File: src/rtl/wb_trace_buffer.sv
// wb_trace_buffer: captures the processor register write-back stream into a
// first-word-fall-through FIFO and drains it through a valid/ready read port.
//
// Optional build macro: WB_TRACE_DEDUP_EN drops a write-back whose data equals
// the most recently stored entry while capturing.
//
// Ports:
//   clk, rst            clock, synchronous active-high reset
//   arm                 start a capture (honoured only in IDLE)
//   wb_valid, wb_data   processor write-back strobe and data
//   rd_ready            consumer accepts the head entry
//   rd_valid, rd_data   head entry available / head entry data
//   count               occupied entries, 0..DEPTH
//   state               0 = IDLE, 1 = CAPTURE, 2 = FROZEN
//   drop_cnt            write-backs lost while FROZEN, saturating
module wb_trace_buffer #(
  parameter int unsigned DATA_W = 32,
  parameter int unsigned DEPTH  = 16
) (
  input  logic                    clk,
  input  logic                    rst,
  input  logic                    arm,
  input  logic                    wb_valid,
  input  logic [DATA_W-1:0]       wb_data,
  input  logic                    rd_ready,
  output logic                    rd_valid,
  output logic [DATA_W-1:0]       rd_data,
  output logic [$clog2(DEPTH):0]  count,
  output logic [1:0]              state,
  output logic [15:0]             drop_cnt
);

  localparam int unsigned AW = $clog2(DEPTH);
  localparam logic [AW:0] Full       = (AW+1)'(DEPTH);
  localparam logic [AW:0] AlmostFull = (AW+1)'(DEPTH - 1);
  localparam logic [AW:0] One        = (AW+1)'(1);

  typedef enum logic [1:0] {
    StIdle    = 2'd0,
    StCapture = 2'd1,
    StFrozen  = 2'd2
  } state_e;

  state_e            state_q;
  logic [DATA_W-1:0] mem_q [DEPTH];
  logic [AW-1:0]     wr_ptr_q;
  logic [AW-1:0]     rd_ptr_q;
  logic [AW:0]       count_q;
  logic [15:0]       drop_q;
  logic              push;
  logic              pop;
  logic              dup;

`ifdef WB_TRACE_DEDUP_EN
  logic [DATA_W-1:0] last_q;
  logic              last_vld_q;
  assign dup = last_vld_q && (wb_data == last_q);
`else
  assign dup = 1'b0;
`endif

  // Capture never sees a full FIFO (it freezes first); the guard keeps that explicit.
  assign push = (state_q == StCapture) && wb_valid && !dup && (count_q != Full);
  assign pop  = (count_q != '0) && rd_ready;

  assign rd_valid = (count_q != '0);
  assign rd_data  = mem_q[rd_ptr_q];
  assign count    = count_q;
  assign state    = state_q;
  assign drop_cnt = drop_q;

  always_ff @(posedge clk) begin
    if (rst) begin
      state_q  <= StIdle;
      wr_ptr_q <= '0;
      rd_ptr_q <= '0;
      count_q  <= '0;
      drop_q   <= '0;
      for (int i = 0; i < DEPTH; i++) begin
        mem_q[i] <= '0;
      end
`ifdef WB_TRACE_DEDUP_EN
      last_q     <= '0;
      last_vld_q <= 1'b0;
`endif
    end else begin
      if (push) begin
        mem_q[wr_ptr_q] <= wb_data;
        wr_ptr_q        <= wr_ptr_q + 1'b1;
`ifdef WB_TRACE_DEDUP_EN
        last_q     <= wb_data;
        last_vld_q <= 1'b1;
`endif
      end
      if (pop) begin
        rd_ptr_q <= rd_ptr_q + 1'b1;
      end

      unique case ({push, pop})
        2'b10:   count_q <= count_q + 1'b1;
        2'b01:   count_q <= count_q - 1'b1;
        default: count_q <= count_q;
      endcase

      unique case (state_q)
        StIdle: begin
          if (arm) begin
            state_q <= StCapture;
            drop_q  <= '0;
`ifdef WB_TRACE_DEDUP_EN
            last_vld_q <= 1'b0;
`endif
          end
        end
        StCapture: begin
          // A concurrent pop keeps the FIFO below full.
          if (push && !pop && (count_q == AlmostFull)) begin
            state_q <= StFrozen;
          end
        end
        StFrozen: begin
          if (wb_valid && (drop_q != 16'hFFFF)) begin
            drop_q <= drop_q + 1'b1;
          end
          if (pop && (count_q == One)) begin
            state_q <= StIdle;
          end
        end
        default: state_q <= StIdle;
      endcase
    end
  end

endmodule

File: config.mk
export PLATFORM = sky130hd
export DESIGN_NAME = wb_trace_buffer
export DESIGN_NICKNAME = d
export VERILOG_FILES = /design/src/rtl/wb_trace_buffer.sv
export SDC_FILE = /design/constraint.sdc
export NUM_CORES = 1
export LEC_CHECK = 0
export BUFFER_PORTS_ARGS = -buffer_cell sky130_fd_sc_hd__buf_2
export CAP_MARGIN = 40
export CORE_MARGIN = 2
export CORE_UTILIZATION = 50
export DETAILED_ROUTE_END_ITERATION = 16
export PLACE_DENSITY = 0.75
export SKIP_LAST_GASP = 1
export SYNTH_ARGS = -nofsm -noshare
export SYNTH_HDL_FRONTEND = slang
export SYNTH_SLANG_ARGS = --single-unit
File: constraint.sdc
create_clock -name clk -period 3 [get_ports clk]
set_input_delay 0.15 -clock clk [delete_from_list [all_inputs] [get_ports clk]]
set_output_delay 0.15 -clock clk [all_outputs]
set_load 0.005 [all_outputs]
==> impl_metrics.json, run 1 <==
{
  "status": "finished clean",
  "wl_per_cell_um": 24.87,
  "grt_max_degree": 50,
  "grt_usage_pct": 23.72,
  "synth_seq_cells": 547,
  "areaGrowthSynthToFinish_pct": 14.20,
  "rows": 81,
  "htreeDepth": 2,
  "path_cells": "buf_16 > mux4_2 > mux4_2 > buf_2",
  "crit_family": "multiplexers",
  "avgSynthCellArea_um2": 15.84,
  "post-route-period-util_pct": 96.23,
  "synthTopCellsByCount": "513 x and2_1, 512 x edfxtp_1, 160 x mux4_2, 111 x clkbuf_1, 35 x dfxtp_1",
  "synthMuxAreaShare_pct": 14.77,
  "synth_most_common_cell": "and2_1",
  "worstMarginPinSlew_ns": 0.6443,
  "synth_area_um2": 24820,
  "clk_pin_slew_ns": 0.06,
  "drv_slew": 0,
  "netlist_instances": 1567,
  "cts_tree": "yes",
  "grt_pass1_vias": 14560,
  "fin_skew_ns": 0.03148,
  "slowest_delay_ns": 0.60,
  "drcViolationCount": 0,
  "initial_core_util_pct": 50.70,
  "peakVddDrop_v": 0.0004788,
  "tns_ns": 0,
  "drt_iter0_drc": 1507,
  "die_area_um2": 51430,
  "yosys_most_used_dff": "edfxtp_1",
  "synth_area_leaders": "edfxtp_1 62%, mux4_2 15%, and2_1 13%",
  "startpoint_type": "register",
  "clock-sinks": 547,
  "critPathMaxFanout": 48,
  "port_buffers": 92,
  "yosysUniqueCellTypes": 49,
  "synth_fa_ha_area_share_pct": 0.6554,
  "max_freq_mhz": 346.4,
  "drive_gt1_share_pct": 25.57,
  "ys.warnings.count": 0,
  "core_area_um2": 48950,
  "antenna_found_initial": 3,
  "p_total_w": 0.01870,
  "io_pins": 93,
  "fin_crit_ns": 2.887,
  "n_antenna_cell": 0,
  "end_kind": "output port",
  "hp-start": "wb_data[13]",
  "cts_made_buffers": 55,
  "slew_headroom_pct": 56.76,
  "setup_viol": 0,
  "r2r_start": "count[0]",
  "post-route-util_pct": 57.89,
  "rsz0062_at_grt": "no",
  "final_hold_viol_count": 0,
  "via_per_inst": 5.877,
  "die_w_um": 226.8,
  "hold_path.class": "in2reg",
  "clockRootBuffer": "clkbuf_16",
  "clockBufferDepth": 3,
  "synth_top_family_by_area": "simple AND/OR/NAND/NOR gates",
  "worst_ep_required_time_ns": 2.85,
  "async_reset_ff_share_pct": 0,
  "crit_buf_inv": 2,
  "nFillCells": 3673,
  "postCtsSetupRepairBufs": 0,
  "grt_overflow_total": 0,
  "synth_compound_area_share_pct": 1.144,
  "synth_nets": 1617,
  "dp_hpwl_mm": 34.37,
  "path_class": "reg2out",
  "synth_xor_area_share_pct": 0.3529,
  "ant_nets": 0,
  "synth_top_cell_area_share_pct": 61.95,
  "wirelength_mm": 58.91,
  "power.leakage_nw": 10.20,
  "power_density_nw_per_um2": 659.7,
  "crit_path_top_delay_cell": "mux4_2",
  "die_y_um": 226.8,
  "layout.nets": 1711,
  "hold-worst-slack_ns": 0.02282,
  "ys_seq_area_share_pct": 64.78,
  "synth-simple-area-share_pct": 15.98,
  "num_vias": 13920,
  "clk_latency_ns": 0.63,
  "first_pass_iters": 5,
  "yosysTopAreaCell": "edfxtp_1",
  "cp_common_cell": "mux4_2",
  "drv_cap": 0,
  "grt_pass1_wl_mm": 89.02,
  "synth_edf_count": 512,
  "place_congestion": 0.8525,
  "crit_arrival_ns": 2.74
}
[cell usage in the layout, fill, tap and decap left out, drive strengths merged, types with 8 or more instances in the layout]
master and instances:
dfxtp 35, clkbuf 66, nor4 8, buf 149
nor3 17, xor2 8, dlygate4sd3 21, nand2 12
and2 513, clkinv 28, edfxtp 512, ha 13
or2 19, nor2 18, nand3 15, a21oi 9
inv 15, mux4 160, o21ai 11
[state kept, by name, indices dropped and copies added (netlist names), named ones only]
signal	flops
count	5
drop_cnt	16
mem_q	512
rd_ptr_q	4
state	2
wr_ptr_q	4
[layout make-up]
| cell class | instances | area, um2 | area share (%) |
|---|---|---|---|
| timing repair buffer | 170 | 1344 | 4.742 |
| tap | 664 | 830.8 | 2.932 |
| inverter | 14 | 52.55 | 0.1854 |
| clock buffer | 66 | 1459 | 5.148 |
| sequential | 547 | 16090 | 56.76 |
| multi-input combinational | 873 | 8263 | 29.16 |
| clock inverter | 35 | 305.3 | 1.077 |
[routing by layer]
layer / wire length [um] / track usage [%] / vias to the layer above
met5: 7 / 0 / -
met4: 1477 / 7.046 / 2
met3: 5384 / 5.391 / 104
met2: 28770 / 38.77 / 645
met1: 23270 / 31.96 / 7166
li1: - / - / 6006
[stage by stage]
| stage | setup WS, ns | instances | area [um2] |
|---|---|---|---|
| finish | 0.1132 | 2369 | 28340 |
| global route | 0.01207 | 2369 | 28340 |
| CTS | 0.06340 | 2369 | 28330 |
| detailed placement | 0.2961 | 2247 | 26360 |
| global placement | 0.3774 | 2246 | 26340 |
| floorplan | 0.3217 | 1567 | 24820 |
[kinds of logic after synthesis]
kind of cell    count (synthesis)
simple gates                  640
compound gates                 44
flops                         547
mux                           166
fa+ha+maj                      13
buf+inv                       147
xor+xnor                       10
[report_power, final]
| group | switching, W | internal, W |
|---|---|---|
| sequential | 0.000153 | 0.00862 |
| clock | 0.00294 | 0.00381 |
| combinational | 0.00155 | 0.00163 |
[path summary, 6_finish.rpt]
| check | endpoint | slack [ns] | depth (start not counted) |
|---|---|---|---|
| hold / removal | mem_q[11][13] | 0.02 | 2 |
| hold reg to reg | register | 0.51 | 2 |
| setup / recovery | rd_data[19] | 0.11 | 4 |
| setup reg to reg | count[3] | 0.27 | 10 |
[what timing repair did]
action	CTS	global route
endpoints found under the hold margin	240	0
resized for setup	0	1
endpoints found under the setup margin	0	3
hold buffers	21	0
(Power assumes the default switching activity.)
==> run 2: changes to the inputs <==
- ABC_AREA: unset -> 1
==> impl_metrics.json, run 2 <==
{
  "hp-start": "wb_data[26]",
  "die_w_um": 226.0,
  "rsz0062_at_grt": "no",
  "slew_headroom_pct": 44.49,
  "synthTopCellsByCount": "916 x nor2_1, 512 x edfxtp_1, 287 x o21ai_0, 130 x nand2_1, 128 x o211ai_1",
  "drive_gt1_share_pct": 11.10,
  "post-route-period-util_pct": 94.56,
  "synth_area_leaders": "edfxtp_1 62%, nor2_1 14%, o21ai_0 5.8%",
  "io_pins": 93,
  "power.leakage_nw": 10.54,
  "max_flop_register": "mem_q",
  "crit_family": "buffers and inverters",
  "ant_nets": 0,
  "cts_made_buffers": 56,
  "largest_register_ff_count": 512,
  "r2r_start": "count[0]",
  "final_hold_viol_count": 0,
  "end_kind": "output port",
  "place_congestion": 0.8770,
  "port_buffers": 92,
  "crit_buf_inv": 3,
  "num_vias": 18160,
  "synth_top_cell_area_share_pct": 62.40,
  "drv_cap": 0,
  "setup_viol": 0,
  "die_area_um2": 51070,
  "rows": 81,
  "synth_compound_area_share_pct": 10.71,
  "die_y_um": 226.0,
  "synth_xor_area_share_pct": 0.1777,
  "synth_area_um2": 24640,
  "wl_per_cell_um": 19.87,
  "reg2reg_setup_slack_ns": 0.55,
  "worstMarginPinSlew_ns": 0.8314,
  "mostFrequentLayoutCells": "916 x nor2_1, 512 x edfxtp_1, 287 x o21ai_0, 128 x o211ai_1, 114 x nand2_1",
  "hold-path-cell-count": 3,
  "via_per_inst": 5.729,
  "clock-sinks": 547,
  "synth_fa_ha_area_share_pct": 0.6601,
  "grt_pass1_vias": 17660,
  "synth_nets": 2491,
  "fin_skew_ns": 0.01117,
  "n_antenna_cell": 0,
  "hold_path.class": "in2reg",
  "cts_tree": "yes",
  "grt_overflow_total": 0,
  "fin_crit_ns": 2.837,
  "clk_latency_ns": 0.62,
  "clk_pin_slew_ns": 0.06,
  "netlist_instances": 2441,
  "path_class": "reg2out",
  "peakVddDrop_v": 0.0004856,
  "clockBufferDepth": 3,
  "synth-simple-area-share_pct": 18.35,
  "first_pass_iters": 6,
  "areaGrowthSynthToFinish_pct": 11.65,
  "path_cells": "inv_2 > buf_4 > o211ai_1 > nand3_1 > nand2_1 > buf_2",
  "layout.nets": 2511,
  "synth_top_family_by_area": "simple AND/OR/NAND/NOR gates",
  "ys.warnings.count": 0,
  "grt_pass1_wl_mm": 97.72,
  "grt_usage_pct": 24.88,
  "holdPathEnd": "mem_q[6][26]",
  "dp_hpwl_mm": 36.94,
  "yosys_most_used_dff": "edfxtp_1",
  "worst_ep_required_time_ns": 2.85,
  "antenna_found_initial": 2,
  "synth_most_common_cell": "nor2_1",
  "tns_ns": 0,
  "yosysTopAreaCell": "edfxtp_1",
  "startpoint_type": "register",
  "clockRootBuffer": "clkbuf_16",
  "drcViolationCount": 0,
  "critPathMaxFanout": 33,
  "avgSynthCellArea_um2": 10.09,
  "post-route-util_pct": 56.43,
  "crit_arrival_ns": 2.69,
  "synth_seq_cells": 547,
  "drv_slew": 0,
  "multiInputGateArea_um2": 7408,
  "r2r_cells": 10,
  "slowest_delay_ns": 0.67,
  "initial_core_util_pct": 50.55,
  "ys_seq_area_share_pct": 65.24,
  "synthMuxAreaShare_pct": 0,
  "crit_path_top_delay_cell": "inv_2",
  "synth_edf_count": 512,
  "htreeDepth": 2,
  "async_reset_ff_share_pct": 0,
  "drt_iter0_drc": 2079,
  "nFillCells": 4001,
  "seq_area_um2": 16090,
  "reg2reg_to": "mem_q[6][4]",
  "final_common_cell": "nor2_1",
  "power_density_nw_per_um2": 762.5,
  "wirelength_mm": 62.97,
  "core_area_um2": 48750,
  "grt_max_degree": 101,
  "max_freq_mhz": 352.5,
  "status": "finished clean",
  "yosysUniqueCellTypes": 28
}
-- run 2: cells by family (layout without fill, tap and decap cells) --
logic type | count (synthesis) | in the layout
AND/OR/NAND/NOR | 1147 | 1147
flip-flops | 547 | 547
AO/OA/AOI/OAI | 463 | 463
buffers and inverters | 266 | 330
adder cells (fa/ha/maj) | 13 | 13
XOR/XNOR | 5 | 5
-- run 2: metrics by stage --
step / power, W / area [um2] / instances / hold slack, ns / setup slack, ns
2_1_floorplan: 0.01257 / 24640 / 2441 / 0.3263 / 0.4244
3_3_place_gp: 0.01434 / 25760 / 3063 / 0.4316 / 0.6942
3_5_place_dp: 0.01447 / 25760 / 3063 / 0.4694 / 0.6044
4_1_cts: 0.02096 / 27510 / 3169 / 0.06249 / 0.1680
5_1_grt: 0.02195 / 27510 / 3169 / 0.1195 / 0.08993
6_report: 0.02098 / 27510 / 3169 / 0.08165 / 0.1632
-- run 2: timing repair --
action / 4_1_cts / 5_1_grt
setup endpoints to repair: 0 / 1
gates resized for setup: 0 / 1
hold buffers: 4 / 0
setup buffers: 0 / 0
endpoints found under the hold margin: 18 / 0
-- run 2: worst reg2reg max path: stages (launching register included) --
cell,delay (ns)
dfxtp_1,0.40
inv_1,0.12
ha_1,0.23
nand4_1,0.10
nand2_2,0.10
clkinv_2,0.11
nand2_4,0.08
nor2_2,0.22
nand2_1,0.11
nand2_2,0.40
buf_12,0.26
-- run 2: worst max-delay path by stage --
stage	end	depth (start not counted)	slack [ns]	from
floorplan	mem_q[11][0]	10	0.42	count[0]
global placement	count[3]	12	0.69	count[3]
detailed placement	mem_q[6][11]	10	0.60	count[0]
CTS	rd_data[11]	6	0.17	register
global route	rd_data[11]	6	0.09	register
finish	rd_data[11]	6	0.16	register
-- run 2: where the power goes --
part	internal (W)	switching, W
Sequential	0.00864	0.000158
Combinational	0.00180	0.00380
Clock	0.00368	0.00290
Total	0.0141	0.00686
-- run 2: layer usage --
layer / track usage, % / up-vias / part of all wire [%]
met5: 0 / - / 0.032
met3: 5.334 / 136 / 9.3
li1: - / 8366 / -
met1: 33.29 / 8747 / 40
met4: 8.844 / 4 / 3.1
met2: 40.28 / 902 / 47
-- run 2: final cells by class --
cell class | instances | share of cell area (%)
clock buffer | 76 | 5.444
clock inverter | 26 | 0.7459
inverter | 73 | 1.028
multi-input combinational | 1628 | 26.93
sequential | 547 | 58.48
tap | 664 | 3.020
timing repair buffer | 155 | 4.353
==> run 3: changes to the inputs <==
- CELL_PAD_IN_SITES_DETAIL_PLACEMENT: unset -> 1
- CELL_PAD_IN_SITES_GLOBAL_PLACEMENT: unset -> 2
- CORE_UTILIZATION: 50 -> 41
- PLACE_DENSITY: 0.75 -> 0.88
==> impl_metrics.json, run 3 (synthesis gave the netlist of run 2 again) <==
{
  "initial_core_util_pct": 41.59,
  "clock_power_share_pct": 32.6,
  "setup_viol": 0,
  "clock-sinks": 547,
  "antenna_found_initial": 0,
  "grt_max_degree": 171,
  "p_switching_w": 0.007116,
  "fin_crit_ns": 2.772,
  "cts_resized": 0,
  "max_flop_register": "mem_q",
  "cts_tree": "yes",
  "post-route-period-util_pct": 92.41,
  "clockRootBuffer": "clkbuf_16",
  "post-route-util_pct": 46.95,
  "power_density_nw_per_um2": 775.0,
  "critPathMaxFanout": 170,
  "final_hold_viol_count": 0,
  "crit_arrival_ns": 2.62,
  "grt_pass1_vias": 19480,
  "die_w_um": 249.1,
  "port_buffers": 92,
  "num_vias": 18410,
  "nFillCells": 6505,
  "max_freq_mhz": 360.7,
  "via_per_inst": 5.603,
  "rows": 89,
  "postCtsSetupRepairBufs": 0,
  "hold-path-cell-count": 3,
  "rsz0062_at_grt": "no",
  "grt_pass1_wl_mm": 113.8,
  "status": "finished clean",
  "n_antenna_cell": 0,
  "p_int_w": 0.01444,
  "htreeDepth": 2,
  "tns_ns": 0,
  "r2r_cells": 10,
  "drv_slew": 0,
  "p_comb_share_pct": 26.4,
  "place_congestion": 0.8219,
  "peakVddDrop_v": 0.0004611,
  "clk_pin_slew_ns": 0.06,
  "drive_gt1_share_pct": 11.86,
  "ant_nets": 0,
  "mostFrequentLayoutCells": "916 x nor2_1, 512 x edfxtp_1, 287 x o21ai_0, 128 x o211ai_1, 102 x nand2_1",
  "routed.top_layer": "met4",
  "largest_register_ff_count": 512,
  "first_pass_iters": 5,
  "wl_met3_mm": 3.614,
  "wirelength_mm": 73.99,
  "die_y_um": 249.1,
  "grt_overflow_total": 0,
  "layout.nets": 2515,
  "drcViolationCount": 0,
  "final_common_cell": "nor2_1",
  "wl_met1_mm": 31.20,
  "seq_area_um2": 16090,
  "areaGrowthSynthToFinish_pct": 12.88,
  "core_area_um2": 59240,
  "clockBufferDepth": 3,
  "fin_skew_ns": 0.02046,
  "slew_headroom_pct": 42.97,
  "startpoint_type": "register",
  "drt_iter0_drc": 1474,
  "cts_made_buffers": 58,
  "drv_cap": 0,
  "die_area_um2": 62070,
  "path_class": "reg2out",
  "switching_share_pct": 33.01,
  "grt_usage_pct": 23.69,
  "worstMarginPinSlew_ns": 0.8554,
  "power.leakage_nw": 10.63,
  "dp_hpwl_mm": 42.95,
  "end_kind": "output port",
  "wl_per_cell_um": 22.52,
  "io_pins": 93,
  "multiInputGateArea_um2": 7438,
  "routed-wl-met2_mm": 36.98,
  "clk_latency_ns": 0.63,
  "worst_ep_required_time_ns": 2.85,
  "pwr-share-seq_pct": 41.0,
  "hold_path.class": "in2reg"
}
run 3: cell count changes in the layout (fill, tap and decap cells not counted), moves of 2 or more:
cell / before / now
buf_4: 38 / 40
inv_16: 2 / 0
bufinv_16: 2 / 5
nand2_2: 19 / 31
clkbuf_16: 57 / 59
clkinv_2: 6 / 9
nand2_1: 114 / 102
run 3: what timing repair did:
item / in CTS / in global routing
hold endpoints to repair: 15 / 0
setup endpoints to repair: 0 / 0
hold buffers: 4 / 0
run 3: power groups by stage:
stage / sequential, W / combinational (W) / clock (W)
finish: 0.00884 / 0.00568 / 0.00703
global route: 0.00888 / 0.00637 / 0.00739
CTS: 0.00885 / 0.00576 / 0.00715
detailed placement: 0.00900 / 0.00571 / 0
global placement: 0.00898 / 0.00554 / 0
floorplan: 0.00890 / 0.00367 / 0
run 3: metal layers:
layer	global-route usage (%)	vias up
met5	0	-
met4	8.520	0
met3	2.581	137
met2	41.27	509
met1	30.64	9392
li1	-	8374
run 3: cell type report:
cell class	instances	area share (%)
Inverter	73	1.017
Clock buffer	78	5.565
Clock inverter	30	0.9627
Sequential cell	547	57.84
Tap cell	773	3.477
Multi-Input combinational cell	1628	26.74
Timing Repair Buffer	157	4.391
run 3: worst paths after layout:
check                    from            to  slack, ns
hold / removal    wb_data[15]  mem_q[9][15]       0.08
setup reg to reg     count[0]   mem_q[6][9]       0.56
hold reg to reg   rd_ptr_q[2]      register       0.48
setup / recovery     register    rd_data[3]       0.23
run 3: critical path, stage by stage, from the launching register on:
cell and delay, ns:
dfxtp_4 0.41, buf_12 0.41, o21ai_0 0.23, o211ai_1 0.21, o211ai_1 0.16, nand2_1 0.23, buf_2 0.15
run 3: per-stage QoR:
step | setup WS [ns] | instance area, um2 | instances | hold slack (ns) | total power [W]
2_1_floorplan | 0.4244 | 24640 | 2441 | 0.3263 | 0.01257
3_3_place_gp | 0.6497 | 25940 | 3173 | 0.4396 | 0.01453
3_5_place_dp | 0.5379 | 25960 | 3174 | 0.4464 | 0.01471
4_1_cts | 0.1976 | 27810 | 3286 | 0.06474 | 0.02175
5_1_grt | 0.08772 | 27810 | 3286 | 0.1296 | 0.02264
6_report | 0.2277 | 27810 | 3286 | 0.07975 | 0.02156
